### src/rtl/mem0_pkg.sv
// mem0_pkg: memory-op encodings, packet layout and pipeline register type
// shared by the mem0 stage and its packet queue.
package mem0_pkg;
   typedef enum logic [2:0] {
      DOPC_NOP, DOPC_LW, DOPC_LH, DOPC_LB, DOPC_SW, DOPC_SH, DOPC_SB, DOPC_RSV
   } dopc_e;
   localparam int OPR_W = 32;
   localparam int PE_W = 3;
   localparam int NODE_W = 16;
   localparam int GEN_W = 12;
   localparam int ADDR_W = 14;
   localparam int PKT_OPR_LSB = 0;
   localparam int PKT_GEN_LSB = PKT_OPR_LSB + OPR_W;
   localparam int PKT_NODE_LSB = PKT_GEN_LSB + GEN_W;
   localparam int PKT_PE_LSB = PKT_NODE_LSB + NODE_W;
   localparam int PKT_W = PKT_PE_LSB + PE_W;
   typedef struct packed {
      logic [OPR_W-1:0]  opr0;
      logic [OPR_W-1:0]  opr1;
      logic [ADDR_W-1:0] addr;
      logic              wen;
      dopc_e             dopc;
      logic              pe_out;
      logic [PE_W-1:0]   pe_num;
      logic              f_mem_w;
      logic              next_lr;
      logic              next_uni_opr;
      logic [NODE_W-1:0] next_node;
      logic [GEN_W-1:0]  gen;
   } pipe_t;
   function automatic logic [PKT_W-1:0] pack_pkt(input pipe_t p);
      logic [PKT_W-1:0] k;
      k = '0;
      k[PKT_PE_LSB +: PE_W] = p.pe_num;
      k[PKT_NODE_LSB +: NODE_W] = p.next_node;
      k[PKT_GEN_LSB +: GEN_W] = p.gen;
      k[PKT_OPR_LSB +: OPR_W] = p.opr0;
      return k;
   endfunction
   function automatic logic is_load(input dopc_e d);
      return d inside {DOPC_LW, DOPC_LH, DOPC_LB};
   endfunction
endpackage

### src/rtl/mem0_pkt_fifo.sv
// pkt_fifo: PE-output packet queue; exposes next-cycle occupancy so the
// parent can register its stall flag, and a sticky overflow flag.
module pkt_fifo #(
   parameter int DEPTH = 4,
   parameter int W = 63
) (
   input  logic                       clk,
   input  logic                       rst,
   input  logic                       push,
   input  logic [W-1:0]               din,
   input  logic                       ready,
   output logic                       valid,
   output logic [W-1:0]               dout,
   output logic [$clog2(DEPTH):0]     count_nxt,
   output logic                       ovf
);
   localparam int AW = $clog2(DEPTH);
   localparam int CW = AW + 1;
   logic [W-1:0] mem [DEPTH];
   logic [AW-1:0] wp, rp;
   logic [CW-1:0] count;
   logic full, empty, pop, wr;
   assign full = count == CW'(DEPTH);
   assign empty = count == '0;
   assign pop = !empty & ready;
   // a push into a full queue still lands when the head leaves the same edge
   assign wr = push & (!full | pop);
   assign count_nxt = count + CW'(wr) - CW'(pop);
   assign valid = !empty;
   assign dout = empty ? '0 : mem[rp];
   always_ff @(posedge clk or negedge rst)
      if (!rst) begin
         wp <= '0;
         rp <= '0;
         count <= '0;
         ovf <= 1'b0;
      end else begin
         if (wr) wp <= wp + AW'(1);
         if (pop) rp <= rp + AW'(1);
         count <= count_nxt;
         ovf <= ovf | (push & full & !pop);
      end
   always_ff @(posedge clk)
      if (wr) mem[wp] <= din;
endmodule

### src/rtl/mem0.sv
// mem0: memory stage -- drives the synchronous data SRAM from its pipeline
// register, forwards operands to the next stage and queues PE-output packets.
module mem0
   import mem0_pkg::*;
#(
   parameter int FIFO_DEPTH = 4,
   parameter int STALL_TH = FIFO_DEPTH - 1
) (
   input  logic        clk,
   input  logic        rst,
   input  logic [31:0] opr0_i_mem0,
   input  logic [31:0] opr1_i_mem0,
   input  logic [13:0] dm_addr_i_mem0,
   input  logic        mem_wen_i_mem0,
   input  logic [2:0]  dm_dopc_i_mem0,
   input  logic        pe_out_i_mem0,
   input  logic [2:0]  pe_num_i_mem0,
   input  logic        f_mem_w_i_mem0,
   input  logic        next_lr_i_mem0,
   input  logic        next_uni_opr_i_mem0,
   input  logic [15:0] next_node_i_mem0,
   input  logic [11:0] gen_i_mem0,
   output logic        dm_en_o_mem0,
   output logic        dm_we_o_mem0,
   output logic [3:0]  dm_be_o_mem0,
   output logic [11:0] dm_waddr_o_mem0,
   output logic [31:0] dm_wdata_o_mem0,
   output logic [31:0] opr0_o_mem0,
   output logic [2:0]  dm_dopc_o_mem0,
   output logic [1:0]  byte_off_o_mem0,
   output logic        f_mem_w_o_mem0,
   output logic        next_lr_o_mem0,
   output logic        next_uni_opr_o_mem0,
   output logic [15:0] next_node_o_mem0,
   output logic [11:0] gen_o_mem0,
   output logic        pkt_valid_o_mem0,
   input  logic        pkt_ready_i_mem0,
   output logic [62:0] pkt_data_o_mem0,
   output logic        stall_o_mem0,
   output logic        ovf_o_mem0
);
   localparam int CW = $clog2(FIFO_DEPTH) + 1;
   pipe_t pr, nx;
   logic stall, push, ld, sw, sh, sb, st;
   logic [CW-1:0] cnt_nxt;
   assign nx = '{
      opr0: opr0_i_mem0, opr1: opr1_i_mem0, addr: dm_addr_i_mem0,
      wen: mem_wen_i_mem0, dopc: dopc_e'(dm_dopc_i_mem0), pe_out: pe_out_i_mem0,
      pe_num: pe_num_i_mem0, f_mem_w: f_mem_w_i_mem0, next_lr: next_lr_i_mem0,
      next_uni_opr: next_uni_opr_i_mem0, next_node: next_node_i_mem0, gen: gen_i_mem0
   };
   always_ff @(posedge clk or negedge rst)
      if (!rst) begin
         pr <= '0;
         stall <= 1'b0;
      end else begin
         if (!stall) pr <= nx;
         stall <= int'(cnt_nxt) >= STALL_TH;
      end
   // misaligned word/half stores are dropped rather than split
   assign ld = !stall & is_load(pr.dopc);
   assign sw = !stall & pr.wen & pr.dopc == DOPC_SW & pr.addr[1:0] == 2'b00;
   assign sh = !stall & pr.wen & pr.dopc == DOPC_SH & !pr.addr[0];
   assign sb = !stall & pr.wen & pr.dopc == DOPC_SB;
   assign st = sw | sh | sb;
   assign dm_en_o_mem0 = ld | st;
   assign dm_we_o_mem0 = st;
   assign dm_be_o_mem0 = (ld | sw) ? 4'b1111 :
                         sh ? (pr.addr[1] ? 4'b1100 : 4'b0011) :
                         sb ? 4'b0001 << pr.addr[1:0] : 4'b0000;
   assign dm_waddr_o_mem0 = pr.addr[13:2];
   assign dm_wdata_o_mem0 = pr.dopc == DOPC_SH ? {2{pr.opr1[15:0]}} :
                            pr.dopc == DOPC_SB ? {4{pr.opr1[7:0]}} : pr.opr1;
   assign opr0_o_mem0 = pr.opr0;
   assign dm_dopc_o_mem0 = pr.dopc;
   assign byte_off_o_mem0 = pr.addr[1:0];
   assign f_mem_w_o_mem0 = pr.f_mem_w;
   assign next_lr_o_mem0 = pr.next_lr;
   assign next_uni_opr_o_mem0 = pr.next_uni_opr;
   assign next_node_o_mem0 = pr.next_node;
   assign gen_o_mem0 = pr.gen;
   assign stall_o_mem0 = stall;
   assign push = pr.pe_out & !stall;
   pkt_fifo #(.DEPTH(FIFO_DEPTH), .W(PKT_W)) u_fifo (
      .clk(clk),
      .rst(rst),
      .push(push),
      .din(pack_pkt(pr)),
      .ready(pkt_ready_i_mem0),
      .valid(pkt_valid_o_mem0),
      .dout(pkt_data_o_mem0),
      .count_nxt(cnt_nxt),
      .ovf(ovf_o_mem0)
   );
endmodule
### config.mk
export PLATFORM = sky130hd
export DESIGN_NAME = mem0
export DESIGN_NICKNAME = d
export VERILOG_FILES = /design/src/rtl/mem0_pkg.sv /design/src/rtl/mem0_pkt_fifo.sv /design/src/rtl/mem0.sv
export SDC_FILE = /design/constraint.sdc
export NUM_CORES = 1
export LEC_CHECK = 0
export BUFFER_PORTS_ARGS = -buffer_cell sky130_fd_sc_hd__buf_4
export CORE_MARGIN = 10
export CORE_UTILIZATION = 60
export CTS_CLUSTER_SIZE = 25
export DETAILED_ROUTE_END_ITERATION = 16
export PLACE_DENSITY = 0.86
export SLEW_MARGIN = 15
export SYNTH_ARGS = -nofsm -noshare
export SYNTH_HDL_FRONTEND = slang
export SYNTH_SLANG_ARGS = --single-unit
### constraint.sdc
create_clock -name clk -period 8.4 [get_ports clk]
set_input_delay 0.84 -clock clk [delete_from_list [all_inputs] [get_ports clk]]
set_output_delay 0.84 -clock clk [all_outputs]
set_load 0.01 [all_outputs]
==> key figures <==
Pwr
  – Part of the power in registers: between 40% and 50%
  – Switching share of power: between 30% and 40%
  – Total Power: about 8.0 mW
  – Power Density: approximately 420 nW/um^2
  – Peak supply drop: 0.000283 V
  – Internal power: about 5.3 mW
  – Leak: between 7 and 8 nW
  – P_sw: around 2.7 mW
  – Combinational Power Share: 37.8%
  – Clock network fraction of design power: just over 20%

Floorplanning
  – IO Count: 304
  – Starting Density: 60.7%
  – DIE HEIGHT: roughly 180 um
  – Die X: 182 um
  – Core Area: 25900 sq um
  – Num rows: 59
  – Die area: about 33000 sq um

Timing
  – Unrepaired setup endpoints after global routing: false
  – Setup TNS Final: 0 ns
  – Final period util: approximately 45%
  – Max-slew violation count: 0
  – Tmin final: about 3.8 ns
  – Worst-margin pin slew: 1.10 ns
  – Final Setup Violations: 0
  – Hold Vio Cnt, Final: 0
  – Skew final: around 0.021 ns
  – Max Freq: between 200 and 300 MHz
  – Slew headroom: 26.6%

Synth
  – Share of the synthesized area in the top cell type: between 40% and 50%
  – Synth area leaders: edfxtp_1 (48%), dfrtp_1 (20%), mux2_2 (9.6%)
  – Ys async rst share: 33.3%
  – Synth Warn #: 0
  – Syn Area/Cell: between 15 and 20 sq um
  – Post-synth cell types: between 40 and 50
  – Syn nets: between 1000 and 1500
  – #FFs+latches synth: roughly 380
  – Largest area contributor in the netlist: edfxtp_1
  – Syn Inst Count: about 900
  – Main synth FF type: edfxtp_1
  – Cell Area, Synth: 15700 sq um
  – Seq/Total Area, Yosys: between 60% and 70%
  – EDFF count, synth: 252

Placed design
  – Detailed Place HPWL: 22100 um
  – Input/output buffers: slightly above 300
  – GPL Wtd Cong: about 0.81

Route
  – Post-DRT Antenna Nets: 0
  – First-iteration detailed-routing DRC count: 459
  – Residual DRC: 0
  – Via count: about 8500
  – Vias per cell: slightly below 6
  – Average wire per standard cell: roughly 24 um
  – DRT Pass-1 Iters: 5
  – WL final: ~36000 um

Outcome
  – Status: finished clean

Critical path
  – Crit Path Category: flop to output port
  – Crit path max fanout: 53
  – Crit. End Element: output port
  – Critical path required time: 7.56 ns
  – CP Launch Type: flop
  – Worst EP arrival: roughly 3 ns
  – Reg2reg setup slack: between 5 and 6 ns

Clock network
  – Hold Buf Count CTS: 0
  – Deepest clock path buffer count: 3
  – CTS H-tree depth: 2
  – TritonCTS clock tree: built
  – Clock slew at reported path FFs: roughly 0.050 ns
  – Root Driver: clkbuf_16
  – Worst skew pair latency: 0.53 ns
  – Setup bufs post-CTS: 0
  – Post_cts resized: 0
  – CTS Buf Count: 40
  – Clock Sinks: between 300 and 400

Layout
  – Nets: about 1200
  – Commonest cells after routing, fill and taps aside: buf_4 (308), edfxtp_1 (252), mux2_2 (134)
  – Ant. Diodes: 0
  – Area Growth Syn to Fin: 19.6%
  – FILL cells: roughly 1600
  – Most common cell after layout, fill and taps aside: buf_4
  – Share of cells above drive strength 1: 51.0%
  – Core Util, Final: a little over 70%

Global route
  – Vias in the first global route: ~9200
  – Met2 Track Usage GR: a little over a third
  – Global-route wire length before repair: about 55000 um
  – Global-route usage over all layers: between 20% and 30%
  – Antenna violations before repair: 0
  – Busiest grt layer: met2
  – Pin count of the biggest net entering global routing: 77
  – Grt total ovfl: 0
  – M1 GR Usage: 25.9%
  – Met3 usage in global routing: under 10%

Job
  – Max-capacitance violation count: 0

Hold path
  – Hold/Removal Path Class: input pin to asynchronous set/reset pin
## cells in the mapped netlist, types with 2 or more instances
| master | number |
|---|---|
| nor2_1 | 10 |
| o21ai_0 | 11 |
| edfxtp_1 | 252 |
| a21o_1 | 2 |
| o221a_2 | 8 |
| xnor2_1 | 4 |
| and2_1 | 68 |
| o211ai_1 | 2 |
| ha_1 | 6 |
| mux4_2 | 63 |
| mux2_2 | 134 |
| a31oi_1 | 8 |
| inv_1 | 18 |
| clkbuf_1 | 16 |
| nor2b_1 | 8 |
| xor2_1 | 2 |
| nand3_1 | 3 |
| nand2b_1 | 2 |
| nor3b_1 | 9 |
| dfrtp_1 | 126 |
| buf_2 | 25 |
| buf_6 | 6 |
| buf_4 | 85 |
| nand2_1 | 3 |
## power by group through the flow
stage | Sequential, mW | Combinational, mW | Clock [mW]
finish | 3.33 | 3.02 | 1.64
global route | 3.42 | 3.25 | 1.74
CTS | 3.34 | 3.08 | 1.67
detailed placement | 3.36 | 3.05 | 0
global placement | 3.30 | 3.00 | 0
floorplan | 3.02 | 2.18 | 0
## sequential cells by signal, indices dropped and copies added (netlist names), 2 cells and up
| name | cells |
|---|---|
| gen_o_mem0 | 12 |
| u_fifo.rp | 2 |
| opr0_o_mem0 | 32 |
| dm_dopc_o_mem0 | 3 |
| u_fifo.mem | 252 |
| byte_off_o_mem0 | 2 |
| next_node_o_mem0 | 16 |
| pr | 37 |
| u_fifo.wp | 2 |
| u_fifo.count | 3 |
| dm_waddr_o_mem0 | 12 |
## cell families after synthesis
kind of cell / count (synthesis) / synth area share [%]
AOI/OAI and AO/OA: 38 / 1.81
xor gates and xnor gates: 6 / 0.334
adders and majority gates: 7 / 0.604
buffers and inverters: 150 / 6.09
DFF: 378 / 68.1
muxes: 197 / 18.6
and+or+nand+nor: 112 / 4.44
## through the flow
stage	area [sq um]	instances	hold WS, ns	setup WS [ns]
after floorplan	15700	888	0.471	5.21
after global placement	17600	1400	0.454	5.08
after detailed placement	17600	1400	0.457	5.08
after CTS	18800	1473	0.391	4.51
after global routing	18800	1473	0.408	4.38
final	18800	1473	0.378	4.64
## routing by layer
layer  routed length (um)  up-vias
met1                13500     4367
met4                  814        0
met5                    0        -
li1                     -     3696
met2                17900      394
met3                 3470       55
## path summary, 6_finish.rpt
check | startpoint | endpoint | cells past startpoint
worst max-delay path | u_fifo.rp[0] | pkt_data_o_mem0[4] | 4
worst min-delay path | rst | pr[84] | 1
worst max register to register | u_fifo.count[2] | stall_o_mem0 | 11
worst min register to register | u_fifo.ovf | u_fifo.ovf | 1
max in group asynchronous | rst | stall_o_mem0 | 2
min in group clk | u_fifo.ovf | u_fifo.ovf | 1
## critical path, cell delays in order, from the launching register on
cell and delay (ns):
dfrtp_4 0.56, buf_4 0.85, mux4_2 0.62, and2_1 0.18, buf_4 0.15
## area by class of cell
cell class	count	area (sq um)	share of cell area (%)
sequential	378	10700	57.0
inverter	18	67.6	0.359
clock inverter	23	179	0.950
tap	335	419	2.23
clock buffer	50	1040	5.52
timing repair buffer	309	2320	12.3
multi-input combinational	360	4070	21.6
No activity file was read; power rests on OpenSTA's default activity.
